`src/rtl/cp0_regfile_if.sv`:
```
// Pipeline <-> CP0 bundle: exception commit, ERET, MTC0/MFC0 access and the PC redirect.
interface cp0_regfile_if;
  logic        exc_valid;
  logic [4:0]  exc_code;
  logic [31:0] exc_pc;
  logic        exc_in_delay_slot;
  logic [31:0] exc_badvaddr;
  logic        is_eret;
  logic        wen;
  logic [4:0]  waddr;
  logic [31:0] wdata;
  logic [4:0]  raddr;
  logic [31:0] rdata;
  logic        redirect_valid;
  logic [31:0] redirect_pc;

  modport master (
    output exc_valid, exc_code, exc_pc, exc_in_delay_slot, exc_badvaddr,
    output is_eret, wen, waddr, wdata, raddr,
    input  rdata, redirect_valid, redirect_pc
  );

  modport slave (
    input  exc_valid, exc_code, exc_pc, exc_in_delay_slot, exc_badvaddr,
    input  is_eret, wen, waddr, wdata, raddr,
    output rdata, redirect_valid, redirect_pc
  );
endinterface

```
`src/rtl/cp0_regfile.sv`:
```
// MIPS CP0 register file: BadVAddr, Count, Compare, Status, Cause, EPC with exception/ERET commit.
// Define CP0_TIMER_INT_EN to enable the Count/Compare timer interrupt.
module cp0_regfile #(
  parameter logic [31:0] EXC_ENTRY    = 32'hBFC0_0380,
  parameter logic [31:0] STATUS_RESET = 32'h0040_0000
) (
  input  logic         clk,
  input  logic         reset,
  input  logic [5:0]   ext_int,
  cp0_regfile_if.slave bus,
  output logic [31:0]  cp0_status,
  output logic [7:0]   interrupt_info
);

  localparam logic [4:0]  REG_BADVADDR = 5'd8;
  localparam logic [4:0]  REG_COUNT    = 5'd9;
  localparam logic [4:0]  REG_COMPARE  = 5'd11;
  localparam logic [4:0]  REG_STATUS   = 5'd12;
  localparam logic [4:0]  REG_CAUSE    = 5'd13;
  localparam logic [4:0]  REG_EPC      = 5'd14;
  localparam logic [4:0]  EXC_ADEL     = 5'd4;
  localparam logic [4:0]  EXC_ADES     = 5'd5;
  localparam logic [31:0] STATUS_WMASK = 32'h0000_FF03;  // IM[15:8], EXL, IE

  logic [31:0] status;
  logic [31:0] epc;
  logic [31:0] badvaddr;
  logic [31:0] count;
  logic        tick;
  logic        cause_bd;
  logic [5:0]  cause_ip_hw;
  logic [1:0]  cause_ip_sw;
  logic [4:0]  cause_exc;
  logic        timer_pending;
  logic        timer_pending_next;
  logic [31:0] compare_val;
  logic [31:0] cause;
  logic [31:0] count_next;

  logic do_exc, do_eret, do_mtc0, wr_count;

  assign do_exc   = bus.exc_valid;
  assign do_eret  = bus.is_eret & ~bus.exc_valid;
  assign do_mtc0  = bus.wen & ~bus.exc_valid & ~bus.is_eret;
  assign wr_count = do_mtc0 && (bus.waddr == REG_COUNT);

  // A Count load replaces that cycle's increment; tick keeps toggling regardless.
  assign count_next = wr_count ? bus.wdata : count + {31'd0, tick};

`ifdef CP0_TIMER_INT_EN
  logic [31:0] compare;
  logic        wr_compare;
  logic        count_upd;

  assign wr_compare  = do_mtc0 && (bus.waddr == REG_COMPARE);
  assign count_upd   = wr_count | tick;
  assign compare_val = compare;
  // Only a Count that actually moves onto Compare raises the interrupt, so an idle
  // Count sitting at Compare does not re-arm it right after a Compare write.
  assign timer_pending_next = wr_compare ? 1'b0
                            : (timer_pending | (count_upd && (count_next == compare)));

  always_ff @(posedge clk) begin
    if (reset) begin
      compare       <= '0;
      timer_pending <= 1'b0;
    end else begin
      timer_pending <= timer_pending_next;
      if (wr_compare) compare <= bus.wdata;
    end
  end
`else
  assign compare_val        = '0;
  assign timer_pending      = 1'b0;
  assign timer_pending_next = 1'b0;
`endif

  assign cause = {cause_bd, timer_pending, 14'd0, cause_ip_hw, cause_ip_sw,
                  1'b0, cause_exc, 2'b00};

  assign cp0_status     = status;
  assign interrupt_info = cause[15:8] & status[15:8];

  assign bus.redirect_valid = do_exc | do_eret;
  assign bus.redirect_pc    = do_exc ? EXC_ENTRY : (do_eret ? epc : 32'd0);

  always_comb begin
    bus.rdata = '0;
    case (bus.raddr)
      REG_BADVADDR: bus.rdata = badvaddr;
      REG_COUNT:    bus.rdata = count;
      REG_COMPARE:  bus.rdata = compare_val;
      REG_STATUS:   bus.rdata = status;
      REG_CAUSE:    bus.rdata = cause;
      REG_EPC:      bus.rdata = epc;
      default:      bus.rdata = '0;
    endcase
  end

  // NOTE: reset is synchronous, so it lives inside the clocked branch; all state uses <=.
  always_ff @(posedge clk) begin
    if (reset) begin
      status      <= STATUS_RESET;
      epc         <= '0;
      badvaddr    <= '0;
      count       <= '0;
      tick        <= 1'b0;
      cause_bd    <= 1'b0;
      cause_ip_hw <= '0;
      cause_ip_sw <= '0;
      cause_exc   <= '0;
    end else begin
      tick        <= ~tick;
      count       <= count_next;
      cause_ip_hw <= {ext_int[5] | timer_pending_next, ext_int[4:0]};

      if (do_exc) begin
        cause_exc <= bus.exc_code;
        status[1] <= 1'b1;
        // A nested exception keeps the EPC/BD of the original one.
        if (!status[1]) begin
          epc      <= bus.exc_in_delay_slot ? bus.exc_pc - 32'd4 : bus.exc_pc;
          cause_bd <= bus.exc_in_delay_slot;
        end
        if (bus.exc_code == EXC_ADEL || bus.exc_code == EXC_ADES)
          badvaddr <= bus.exc_badvaddr;
      end else if (do_eret) begin
        status[1] <= 1'b0;
      end else if (do_mtc0) begin
        case (bus.waddr)
          REG_STATUS: status      <= (status & ~STATUS_WMASK) | (bus.wdata & STATUS_WMASK);
          REG_CAUSE:  cause_ip_sw <= bus.wdata[9:8];
          REG_EPC:    epc         <= bus.wdata;
          default:    ;
        endcase
      end
    end
  end

endmodule
```
`src/flat_wrapper.sv`:
```
// flat-port wrapper written by rule: the top's interface ports become plain ports
module cp0_regfile_flat 
#(
  parameter logic [31:0] EXC_ENTRY    = 32'hBFC0_0380,
  parameter logic [31:0] STATUS_RESET = 32'h0040_0000
)
  (clk, reset, ext_int, cp0_status, interrupt_info, bus_exc_valid, bus_exc_code, bus_exc_pc, bus_exc_in_delay_slot, bus_exc_badvaddr, bus_is_eret, bus_wen, bus_waddr, bus_wdata, bus_raddr, bus_rdata, bus_redirect_valid, bus_redirect_pc);
  cp0_regfile_if bus_i ();
  input  logic clk;
  input  logic reset;
  input  logic [5:0] ext_int;
  output logic [31:0] cp0_status;
  output logic [7:0] interrupt_info;
  input wire logic [$bits(bus_i.exc_valid)-1:0] bus_exc_valid;
  input wire logic [$bits(bus_i.exc_code)-1:0] bus_exc_code;
  input wire logic [$bits(bus_i.exc_pc)-1:0] bus_exc_pc;
  input wire logic [$bits(bus_i.exc_in_delay_slot)-1:0] bus_exc_in_delay_slot;
  input wire logic [$bits(bus_i.exc_badvaddr)-1:0] bus_exc_badvaddr;
  input wire logic [$bits(bus_i.is_eret)-1:0] bus_is_eret;
  input wire logic [$bits(bus_i.wen)-1:0] bus_wen;
  input wire logic [$bits(bus_i.waddr)-1:0] bus_waddr;
  input wire logic [$bits(bus_i.wdata)-1:0] bus_wdata;
  input wire logic [$bits(bus_i.raddr)-1:0] bus_raddr;
  output wire logic [$bits(bus_i.rdata)-1:0] bus_rdata;
  output wire logic [$bits(bus_i.redirect_valid)-1:0] bus_redirect_valid;
  output wire logic [$bits(bus_i.redirect_pc)-1:0] bus_redirect_pc;
  assign bus_i.exc_valid = bus_exc_valid;
  assign bus_i.exc_code = bus_exc_code;
  assign bus_i.exc_pc = bus_exc_pc;
  assign bus_i.exc_in_delay_slot = bus_exc_in_delay_slot;
  assign bus_i.exc_badvaddr = bus_exc_badvaddr;
  assign bus_i.is_eret = bus_is_eret;
  assign bus_i.wen = bus_wen;
  assign bus_i.waddr = bus_waddr;
  assign bus_i.wdata = bus_wdata;
  assign bus_i.raddr = bus_raddr;
  assign bus_rdata = bus_i.rdata;
  assign bus_redirect_valid = bus_i.redirect_valid;
  assign bus_redirect_pc = bus_i.redirect_pc;
  cp0_regfile #(.EXC_ENTRY(EXC_ENTRY), .STATUS_RESET(STATUS_RESET)) u_core (.clk(clk), .reset(reset), .ext_int(ext_int), .bus(bus_i), .cp0_status(cp0_status), .interrupt_info(interrupt_info));
endmodule
```
`config.mk`:
```
export PLATFORM = sky130hd
export DESIGN_NAME = cp0_regfile_flat
export DESIGN_NICKNAME = d
export VERILOG_FILES = /design/src/rtl/cp0_regfile_if.sv /design/src/rtl/cp0_regfile.sv /design/src/flat_wrapper.sv
export SDC_FILE = /design/constraint.sdc
export NUM_CORES = 1
export LEC_CHECK = 0
export CORE_MARGIN = 3
export CORE_UTILIZATION = 47
export DETAILED_ROUTE_END_ITERATION = 6
export PLACE_DENSITY = 0.82
export SLEW_MARGIN = 20
export SYNTH_ARGS = -nofsm -noshare
export SYNTH_HDL_FRONTEND = slang
export SYNTH_SLANG_ARGS = --single-unit
```
`constraint.sdc`:
```
create_clock -name clk -period 2.76 [get_ports clk]
set_input_delay 0.552 -clock clk [delete_from_list [all_inputs] [get_ports clk]]
set_output_delay 0.552 -clock clk [all_outputs]
set_load 0.03 [all_outputs]
```
* After elaboration in Yosys (flattened, before gate mapping)
Index checks and enable logic that the tools add are counted.
** Storage, ports and cells
- Register bits after elaboration :: 143
- Output and inout port bits :: 105
- Logic and storage cells :: 62
** Operators by class
- $add $sub $neg :: 2
- Equality and inequality tests :: 13
- Multiplexer cells :: 14
- Bitwise logic cells :: 11
- Reductions and logical operators :: 12
** Operators by type and width (count)
- $mux W32 :: 9
- $pmux W32 S5 :: 1
- $eq A5 B4 Y1 const B :: 9
- $add A32 B1 Y32 :: 1
- $or A32 B16 Y32 :: 1
- $sub A32 B3 Y32 const B :: 1
- $reduce_and A4 Y1 :: 3
- $eq A5 B3 Y1 const B :: 2
- $and A8 B8 Y8 :: 1
- $reduce_and A2 Y1 :: 3
- $reduce_bool A3 Y1 :: 2
- $not A1 Y1 :: 5
- $mux W2 :: 2
- $ne A2 B2 Y1 const B :: 2
- $reduce_bool A2 Y1 :: 2
- $and A1 B1 Y1 :: 3
- $mux W1 :: 2
- $logic_and A1 B1 Y1 :: 1
- $logic_or A1 B1 Y1 :: 1
- $or A1 B1 Y1 :: 1

* Longest topological paths before layout
Gate-level depths: netlist of run 1.
- Depth in word-level cells :: 6
- Gate-level depth with buffers :: 8
- Mapped depth without buffers :: 7

* Worst setup path before layout of run 1
OpenSTA, ideal clock, no wires.
- Path type :: input to output
- Start :: input port bus_raddr[0]
- End :: output port bus_rdata[16]
- Arrival time :: 2080 ps
- Data required time :: 2208 ps
- Slack :: 128 ps
- Stages :: 4
- Path buffers :: 2
- Path through :: clkbuf_1 > clkbuf_1 > mux2i_1 > o21ai_0
** Between the ends
- Word-level cells in the longest chain between the ends :: 2
- Elaborated cells between the ends (all ways) :: 6
- Those cells by class :: eq/ne: 5; mux: 1
** RTL lines
- from (decl) :: RTL line flat_wrapper.sv:23 : input wire logic [$bits(bus_i.raddr)-1:0] bus_raddr;
- $eq A5 B4 Y1 :: RTL line cp0_regfile.sv:89 : case (bus.raddr)
- $pmux W32 S5 * :: RTL line cp0_regfile.sv:89
- to (decl) :: RTL line flat_wrapper.sv:24 : output wire logic [$bits(bus_i.rdata)-1:0] bus_rdata;
Every way passes the cells marked *; elsewhere a longest branch is shown, timed or not.

* Final worst setup path of run 1
- Start :: input port bus_raddr[1]
- End :: output port bus_rdata[26]
Same word-level chain as after synthesis.

==> results.sh, run 1 <==
export IMPL_vias=7932
export IMPL_numPortBuffers=205
export IMPL_overflow=0
export IMPL_ys_ff_latch=121
export IMPL_slew_viol_final=0
export IMPL_cts_tree="yes"
export IMPL_synthMuxAreaShare=0.0865
export IMPL_grt_busiest_layer="met2"
export IMPL_power_share_clock=0.481
export IMPL_met1_usage=0.397
export IMPL_pwr_share_seq=0.368
export IMPL_fin_cells=1336
export IMPL_worst_slew_pin_slew_ns=0.556
export IMPL_synth_edf_count=0
export IMPL_p_comb_frac=0.150
export IMPL_worstPathCellList="clkdlybuf4s50_1 > buf_12 > inv_1 > nor2_4 > buf_4 > nand2_1 > o21ai_2 > buf_4"
export IMPL_cpMaxStageDelayCell="clkdlybuf4s50_1"
export IMPL_io_pins=228
export IMPL_skew_ns=0.0124
export IMPL_rsz0062_at_grt="true"
export IMPL_num_rows=44
export IMPL_worstPathRequired_ns=2.21
export IMPL_clock_latency_ns=0.42
export IMPL_final_core_util=0.718
export IMPL_syn_avg_cell_area_um2=7.65
export IMPL_grt_pass1_wl_um=40300
export IMPL_critical_path_max_fanout=12
export IMPL_grt_max_degree=121
export IMPL_leakagePower_nw=4.02
export IMPL_route_detailed_drc=0
export IMPL_cts_path_max_buffers=2
export IMPL_ys_flop_type="dfxtp_1"
export IMPL_clk_pin_slew_ns=0.05
export IMPL_clockRootBuffer="clkbuf_16"
export IMPL_path_class="primary input to primary output"
export IMPL_hold_viol_final=0
export IMPL_antenna_found_initial=1
export IMPL_power_switching_mw=1.28
export IMPL_clock_sinks=121
export IMPL_htreeDepth=4
export IMPL_holdBufCountCts=0
export IMPL_die_width_um=129
export IMPL_p_int_mw=3.80
export IMPL_period_share=0.995
export IMPL_yosys_area_share_simple=0.275
export IMPL_cp_end_kind="primary output"
export IMPL_peakVddDrop_mv=0.453
export IMPL_swShare=0.252
export IMPL_hpwl_um=19800
export IMPL_syn_inst=925
export IMPL_use_met3=0.0756
export IMPL_synthesis_area_um2=7080
export IMPL_synth_top_family_by_area="simple AND/OR/NAND/NOR gates"
export IMPL_synth_xor_area_share=0.0644
export IMPL_ys_async_sr_fraction=0
export IMPL_relSlewSlack=0.629
export IMPL_ys_types=60
export IMPL_dr_pass1_iters=5
export IMPL_cp_slowest_stage_delay_ns=0.55
export IMPL_tns_ns=0
export IMPL_gp_congestion=0.936
export IMPL_synth_adder_area_share=0.00531
export IMPL_routed_via_density=5.94
export IMPL_dieHeight_um=129
export IMPL_setup_viol=0
export IMPL_dp_cells=1301
export IMPL_start_util=0.483
export IMPL_use_met2=0.501
export IMPL_period_needed_ns=2.75
export IMPL_drt_first_iter_violations=887
export IMPL_clock_fmax_ghz=0.364
export IMPL_die_area_um2=16600
export IMPL_power_density_nw_per_um2=484
export IMPL_worstPathArrival_ns=2.19
export IMPL_cp_common_cell="buf_4"
export IMPL_core_area_um2=14600
export IMPL_nNetsFinal=1265
export IMPL_cp_start_kind="primary input"
export IMPL_n_fill_cell=1139
export IMPL_area_growth_pct=48.6
export IMPL_synth_compound_area_frac=0.158
export IMPL_drv_cap=0
export IMPL_status="finished, final reports clean"
export IMPL_seq_area_frac_synth=0.342
export IMPL_wl_per_cell_um=20.3
export IMPL_yosys_warnings=0
export IMPL_drive_gt1_frac=0.162
export IMPL_grt_pass1_vias=7439
export IMPL_drt_total_wl_um=27100
export IMPL_cts_made_buffers=17
export IMPL_ant_nets=0
export IMPL_grt_usage=0.315
export IMPL_worstHoldPathType="flip-flop to flip-flop"
==> state kept, by name, summed over array words and instances (netlist names) <==
name	cells
u_core.cause_bd	1
u_core.cause_ip_sw	2
u_core.cp0_status	10
u_core.count	32
u_core.badvaddr	32
u_core.cause_exc	5
u_core.epc	32
u_core.tick	1
u_core.cause_ip_hw	6
==> worst paths after layout <==
path                 from                to  slack (ns)  depth (start not counted)
min reg2reg   u_core.tick       u_core.tick        0.44                          1
min           u_core.tick       u_core.tick        0.44                          1
max reg2reg   u_core.tick  u_core.count[28]        0.35                          8
max          bus_raddr[1]     bus_rdata[26]        0.01                          8
==> per-layer routing <==
metal / vias up / wire length, um
met1: 3735 / 10600
met4: 0 / 1230
met3: 74 / 2570
li1: 3649 / -
met2: 474 / 12700
met5: - / 0
==> cell usage in the layout (no fill, tap or decap), types with 3 or more instances in the layout <==
cell             instances
a211o_1                  3
a211oi_1                35
a21oi_1                 61
a22oi_1                  4
a311oi_1                 3
a31oi_1                  8
and2_1                   8
and3_1                  28
and4_1                   5
buf_12                  19
buf_4                   73
buf_6                   14
bufinv_16                5
clkbuf_16               18
clkdlybuf4s50_1        148
clkinvlp_4               3
conb_1                  22
dfxtp_1                121
ha_1                     3
inv_1                   14
mux2i_1                 59
nand2_1                151
nand2_2                  5
nand3_1                 16
nand4_1                 13
nor2_1                  95
nor2b_1                 11
nor3_1                  26
nor4_1                  17
nor4bb_1                 3
o211ai_1                 4
o21a_1                   3
o21ai_0                 15
o21ai_2                  9
o21ai_4                 11
o221ai_1                 7
or3_1                    4
or4_1                    3
xnor2_1                 43
xor2_1                   9
==> power by group through the flow <==
stage,clock [mW],sequential [mW],combinational [mW]
finish,2.45,1.87,0.763
global route,2.53,1.87,0.806
CTS,2.45,1.87,0.747
detailed placement,0,1.90,0.727
global placement,0,1.91,0.721
floorplan,0,1.87,0.369
==> cell type report <==
cell class	count	area, um2	share of cell area
Clock inverter	11	195	0.0186
Tap cell	184	230	0.0219
Multi-Input combinational cell	723	4510	0.429
Clock buffer	20	457	0.0434
Timing Repair Buffer	261	2650	0.252
Inverter	15	56.3	0.00535
Sequential cell	121	2420	0.230
Antenna cell	1	2.50	0.000238
==> cells in the mapped netlist (all sizes together), types with 19 or more instances <==
| cell | n | share of area |
|---|---|---|
| dfxtp | 121 | 0.34 |
| nor4 | 19 | 0.019 |
| a211oi | 35 | 0.037 |
| and3 | 28 | 0.025 |
| mux2i | 60 | 0.085 |
| a21oi | 62 | 0.044 |
| nor2 | 96 | 0.051 |
| nand2 | 156 | 0.083 |
| buf | 36 | 0.033 |
| nor3 | 27 | 0.019 |
| o21ai | 36 | 0.025 |
| clkbuf | 50 | 0.027 |
| xnor2 | 43 | 0.053 |
==> worst max-delay path: cells and delay by family <==
kind	cells	cell delay, ns
AND/OR/NAND/NOR	2	0.33
AO/OA/AOI/OAI	1	0.08
buffers and inverters	5	1.22
==> logic make-up after synthesis <==
logic type / Yosys count
DFF: 121
xor gates and xnor gates: 52
adders and majority gates: 3
AOI/OAI and AO/OA: 179
and+or+nand+nor: 406
muxes: 61
buffers and inverters: 101
other: 2
==> per-stage QoR <==
step	hold WS (ns)	area, um2	power, mW	setup WS [ns]
after detailed placement	0.425	9500	2.63	-0.216
after global routing	0.461	10500	5.21	-0.0357
after CTS	0.435	10400	5.07	-0.0339
after global placement	0.409	9500	2.63	-0.190
final	0.437	10500	5.09	0.0130
after floorplan	0.399	7150	2.24	0.128
==> timing repair <==
action / CTS / global route
endpoints found under the setup margin: 31 / 32
pin swaps: 7 / 11
setup buffers: 1 / 0
gates resized for setup: 58 / 36
cloned: 2 / 1
Note: power is estimated with default switching activity, not from simulation.
==> inputs of run 2 (changes only) <==
CORE_UTILIZATION = 63   (was 47)
CTS_CLUSTER_SIZE = 28   (was default)
DONT_BUFFER_PORTS = 1   (was default)
PLACE_DENSITY = 0.8   (was 0.82)
==> run 2 against run 1 <==
  * Sequential share of layout area is 7.4 points higher
  * Sequential power hardly changed
  * Combinational power is 50% lower
  * Register-to-register slack worse by 0.06 ns
  * Via count is 11% lower
  * Critical path depth is 1 lower
  * Global-route usage is 5.9 points higher
  * Largest power group unchanged
==> results.sh, run 2 (synthesized netlist as in run 1, its figures left out) <==
export IMPL_status="finished, final reports clean"
export IMPL_worst_path_buf_inv=2
export IMPL_holdBufCountCts=0
export IMPL_cts_made_buffers=17
export IMPL_antenna_found_initial=0
export IMPL_holdWs_ns=0.110
export IMPL_tns_ns=0
export IMPL_route_detailed_drc=0
export IMPL_clockRootBuffer="clkbuf_8"
export IMPL_dieHeight_um=112
export IMPL_gp_congestion=0.967
export IMPL_cpMaxStageDelayCell="or3b_2"
export IMPL_num_rows=38
export IMPL_hold_viol_final=0
export IMPL_numPortBuffers=0
export IMPL_nNetsFinal=1069
export IMPL_critical_path_max_fanout=16
export IMPL_peakVddDrop_mv=0.493
export IMPL_r2r_start="u_core.count[0]"
export IMPL_power_density_nw_per_um2=542
export IMPL_r2r_end="u_core.count[28]"
export IMPL_dp_cells=1064
export IMPL_r2r_slack_ns=0.29
export IMPL_htreeDepth=4
export IMPL_min_from="bus_exc_valid"
export IMPL_ctsResizeCount=0
export IMPL_reg2reg_depth=7
export IMPL_diodes=0
export IMPL_cp_start_kind="primary input"
export IMPL_io_pins=228
export IMPL_worstPathCellList="nand2b_1 > or3b_2 > nor2_1 > buf_4 > a22oi_1 > o21ai_0 > buf_4"
export IMPL_cts_path_max_buffers=2
export IMPL_mostFrequentLayoutCell="nand2_1"
export IMPL_grt_usage=0.373
export IMPL_ant_nets=0
export IMPL_worstPathRequired_ns=2.21
export IMPL_clock_latency_ns=0.55
export IMPL_slew_viol_final=0
export IMPL_core_area_um2=10900
export IMPL_path_class="primary input to primary output"
export IMPL_vias=7090
export IMPL_rsz0062_at_grt="false"
export IMPL_period_needed_ns=2.63
export IMPL_cts_tree="yes"
export IMPL_layout_common_cells="nand2_1 (156), dfxtp_1 (121), nor2_1 (96)"
export IMPL_hold_end="u_core.epc[15]"
export IMPL_clock_fmax_ghz=0.380
export IMPL_grt_pass1_vias=6923
export IMPL_clk_pin_slew_ns=0.06
export IMPL_overflow=0
export IMPL_die_width_um=112
export IMPL_hold_path_cell_count=1
export IMPL_wl_per_cell_um=21.7
export IMPL_drt_total_wl_um=23800
export IMPL_fin_cells=1096
export IMPL_drv_cap=0
export IMPL_grt_pass1_wl_um=36600
export IMPL_routed_via_density=6.47
export IMPL_cp_slowest_stage_delay_ns=0.51
export IMPL_dr_pass1_iters=6
export IMPL_leakagePower_nw=3.02
export IMPL_period_share=0.953
export IMPL_start_util=0.650
export IMPL_worst_slew_pin_slew_ns=0.603
export IMPL_clock_sinks=121
export IMPL_post_cts_buffers=0
export IMPL_area_growth_pct=12.5
export IMPL_hpwl_um=17500
export IMPL_cp_end_kind="primary output"
export IMPL_cp_common_cell="buf_4"
export IMPL_relSlewSlack=0.598
export IMPL_die_area_um2=12500
export IMPL_worstHoldPathType="primary input to flip-flop"
export IMPL_critPathTopFamily="simple AND/OR/NAND/NOR gates"
export IMPL_drt_first_iter_violations=764
export IMPL_skew_ns=0.00555
export IMPL_worstPathArrival_ns=2.08
export IMPL_grt_max_degree=122
export IMPL_setup_viol=0
export IMPL_drive_gt1_frac=0.114
export IMPL_top_regs="u_core.badvaddr (32), u_core.count (32), u_core.epc (32)"
run 2: cell count changes in the layout (fill, tap and decap cells not counted), sizes merged:
cell	before	now
dlymetal6s2s	1	0
bufinv	5	1
diode	1	0
clkdlybuf4s50	148	0
buf	109	65
dlygate4sd2	2	0
clkinv	4	8
run 2: worst reg2reg max path: cells and delay by family, from the launching register on:
| family | cells | cell delay, ns |
|---|---|---|
| AOI/OAI and AO/OA | 1 | 0.22 |
| xor gates and xnor gates | 1 | 0.12 |
| adders and majority gates | 2 | 0.49 |
| buffers and inverters | 1 | 0.05 |
| DFF | 1 | 0.34 |
| and+or+nand+nor | 2 | 1.18 |
run 2: report_power, final:
part	total [mW]	leakage [nW]	switching [mW]	internal, mW
Combinational	0.384	1.77	0.239	0.145
Clock	2.07	0.264	0.829	1.24
Sequential	1.87	0.985	0.0616	1.80
Total	4.32	3.02	1.13	3.19
run 2: routing by layer:
| layer | global-route usage | wire [um] |
|---|---|---|
| met5 | 0 | 0 |
| met4 | 0.216 | 1280 |
| met3 | 0.133 | 2750 |
| met2 | 0.612 | 11300 |
| met1 | 0.420 | 8420 |
run 2: area by class of cell:
type / instances / area (um2)
clock inverters: 11 / 98.8
inverters: 15 / 56.3
clock buffers: 21 / 449
multi-input cells: 723 / 4270
flip-flops and latches: 121 / 2420
well taps: 140 / 175
fillers: 887 / 2930
repair buffers: 65 / 488
run 2: worst max-delay path by stage:
stage / from / endpoint / slack, ns / cells past startpoint
2_1_floorplan: bus_raddr[0] / bus_rdata[16] / 0.13 / 4
3_3_place_gp: bus_raddr[4] / bus_rdata[4] / 0.29 / 7
3_5_place_dp: bus_raddr[4] / bus_rdata[31] / 0.20 / 7
4_1_cts: bus_raddr[4] / bus_rdata[31] / 0.17 / 7
5_1_grt: bus_raddr[4] / bus_rdata[31] / 0.03 / 7
6_report: bus_raddr[4] / bus_rdata[31] / 0.13 / 7
run 2: stage by stage:
| stage | total power [mW] | setup WS [ns] | cell area (um2) | util |
|---|---|---|---|---|
| CTS | 4.31 | 0.173 | 7960 | 0.731 |
| global placement | 2.27 | 0.291 | 7410 | 0.681 |
| finish | 4.32 | 0.130 | 7960 | 0.731 |
| floorplan | 2.24 | 0.128 | 7150 | - |
| global route | 4.42 | 0.0324 | 7960 | 0.731 |
| detailed placement | 2.28 | 0.198 | 7410 | 0.681 |
==> inputs of run 3 (changes only) <==
CELL_PAD_IN_SITES_DETAIL_PLACEMENT = 1   (was default)
CELL_PAD_IN_SITES_GLOBAL_PLACEMENT = 1   (was default)
CORE_UTILIZATION = 46   (was 63)
PLACE_DENSITY = 0.82   (was 0.8)
==> run 3 against run 2 <==
  * Sequential power hardly changed
  * Via count down 2.2%
  * Cell area is 1.6% higher
  * Fmax fell by 0.60%
  * Power is 3.4% higher
  * Largest cell class unchanged
  * Sequential share of layout area fell by 0.47 points
==> results.sh, run 3 (synthesized netlist as in run 1, its figures left out) <==
export IMPL_grt_busiest_layer="met2"
export IMPL_clock_latency_ns=0.43
export IMPL_met1_usage=0.347
export IMPL_io_pins=228
export IMPL_p_comb_frac=0.089
export IMPL_power_switching_mw=1.18
export IMPL_hpwl_um=19500
export IMPL_die_area_um2=16900
export IMPL_clockRootBuffer="clkbuf_16"
export IMPL_clk_pin_slew_ns=0.06
export IMPL_cts_made_buffers=17
export IMPL_grt_pass1_wl_um=38800
export IMPL_p_int_mw=3.28
export IMPL_swShare=0.264
export IMPL_period_needed_ns=2.65
export IMPL_grt_usage=0.303
export IMPL_pwr_share_seq=0.418
export IMPL_drv_cap=0
export IMPL_area_growth_pct=14.2
export IMPL_min_from="reset"
export IMPL_grt_pass1_vias=6943
export IMPL_hold_path_cell_count=1
export IMPL_setup_viol=0
export IMPL_cts_path_max_buffers=2
export IMPL_cp_common_cell="buf_4"
export IMPL_route_detailed_drc=0
export IMPL_r2r_end="u_core.count[28]"
export IMPL_ant_nets=0
export IMPL_diodes=0
export IMPL_critPathTopFamily="simple AND/OR/NAND/NOR gates"
export IMPL_status="finished, final reports clean"
export IMPL_use_met3=0.106
export IMPL_n_fill_cell=1856
export IMPL_dr_pass1_iters=4
export IMPL_routed_via_density=6.08
export IMPL_worstPathRequired_ns=2.21
export IMPL_reg2reg_depth=7
export IMPL_leakagePower_nw=3.04
export IMPL_use_met2=0.498
export IMPL_start_util=0.478
export IMPL_finalInstanceArea_um2=8080
export IMPL_drt_first_iter_violations=472
export IMPL_worst_slew_pin_slew_ns=0.661
export IMPL_postPlaceCellArea_um2=7500
export IMPL_drt_total_wl_um=26300
export IMPL_cp_start_kind="primary input"
export IMPL_tns_ns=0
export IMPL_worstHoldPathType="primary input to flip-flop"
export IMPL_power_share_clock=0.492
export IMPL_die_width_um=130
export IMPL_period_share=0.959
export IMPL_dp_cells=1109
export IMPL_worstPathArrival_ns=2.09
export IMPL_nNetsFinal=1070
export IMPL_r2r_slack_ns=0.26
export IMPL_dieHeight_um=130
export IMPL_power_mw=4.46
export IMPL_grt_max_degree=122
export IMPL_holdBufCountCts=0
export IMPL_drive_gt1_frac=0.116
export IMPL_clock_sinks=121
export IMPL_critical_path_max_fanout=15
export IMPL_relSlewSlack=0.559
export IMPL_core_area_um2=14800
export IMPL_post_cts_buffers=0
export IMPL_skew_ns=0.0101
export IMPL_cpMaxStageDelayCell="or3b_2"
export IMPL_mostFrequentLayoutCell="nand2_1"
export IMPL_fin_cells=1141
export IMPL_clock_fmax_ghz=0.378
export IMPL_ctsResizeCount=0
export IMPL_htreeDepth=4
export IMPL_slew_viol_final=0
export IMPL_cp_slowest_stage_delay_ns=0.53
export IMPL_gp_congestion=0.923
export IMPL_hold_viol_final=0
export IMPL_rsz0062_at_grt="false"
export IMPL_hold_end="u_core.epc[21]"
export IMPL_cts_tree="yes"
export IMPL_worstPathCellList="nand2b_1 > or3b_2 > nor2_1 > buf_4 > a22oi_1 > o21ai_0 > buf_4"
export IMPL_top_regs="u_core.badvaddr (32), u_core.count (32), u_core.epc (32)"
export IMPL_layout_common_cells="nand2_1 (156), dfxtp_1 (121), nor2_1 (96)"
export IMPL_cp_end_kind="primary output"
export IMPL_power_density_nw_per_um2=552
export IMPL_peakVddDrop_mv=0.442
export IMPL_r2r_start="u_core.count[0]"
export IMPL_antenna_found_initial=0
export IMPL_path_class="primary input to primary output"
export IMPL_wl_per_cell_um=23.1
export IMPL_worst_path_buf_inv=2
export IMPL_vias=6932
export IMPL_numPortBuffers=0
export IMPL_overflow=0
export IMPL_num_rows=44
==> run 3: cell types whose count changed in the layout (fill, tap and decap cells not counted), moves of 2 or more <==
cell        delta
clkbuf_8       -3
buf_12         +2
clkinv_2       -2
clkinvlp_4     +2
==> run 3: final cells by class <==
cell class,count,area (um2),share of cell area
Clock inverter,14,151,0.0187
Clock buffer,18,429,0.0531
Multi-Input combinational cell,723,4270,0.529
Inverter,15,56.3,0.00697
Sequential cell,121,2420,0.300
Tap cell,184,230,0.0285
Timing Repair Buffer,66,520,0.0644
==> run 3: power groups by stage <==
stage | clock network, mW | logic (mW) | registers (mW)
6_report | 2.20 | 0.399 | 1.87
5_1_grt | 2.29 | 0.433 | 1.87
4_1_cts | 2.21 | 0.398 | 1.86
3_5_place_dp | 0 | 0.396 | 1.90
3_3_place_gp | 0 | 0.388 | 1.90
2_1_floorplan | 0 | 0.369 | 1.87
==> run 3: per-layer routing <==
metal / part of all wire / routed length, um
met4: 0.045 / 1190
met2: 0.48 / 12600
met3: 0.089 / 2340
met5: 0 / 0
met1: 0.39 / 10200
==> run 3: through the flow <==
stage | setup slack (ns) | util | hold WS, ns
floorplan | 0.128 | - | 0.399
global placement | 0.271 | 0.507 | 0.404
detailed placement | 0.170 | 0.507 | 0.414
CTS | 0.121 | 0.546 | 0.200
global route | 0.00819 | 0.546 | 0.211
finish | 0.114 | 0.546 | 0.220
==> run 3: worst max path at each step <==
stage	cells past startpoint	end	start	slack, ns
3_5_place_dp	7	bus_rdata[31]	bus_raddr[4]	0.17
2_1_floorplan	4	bus_rdata[16]	bus_raddr[0]	0.13
5_1_grt	7	bus_rdata[31]	bus_raddr[4]	0.008
6_report	7	bus_rdata[31]	bus_raddr[4]	0.11
4_1_cts	7	bus_rdata[31]	bus_raddr[4]	0.12
3_3_place_gp	7	bus_rdata[31]	bus_raddr[4]	0.27
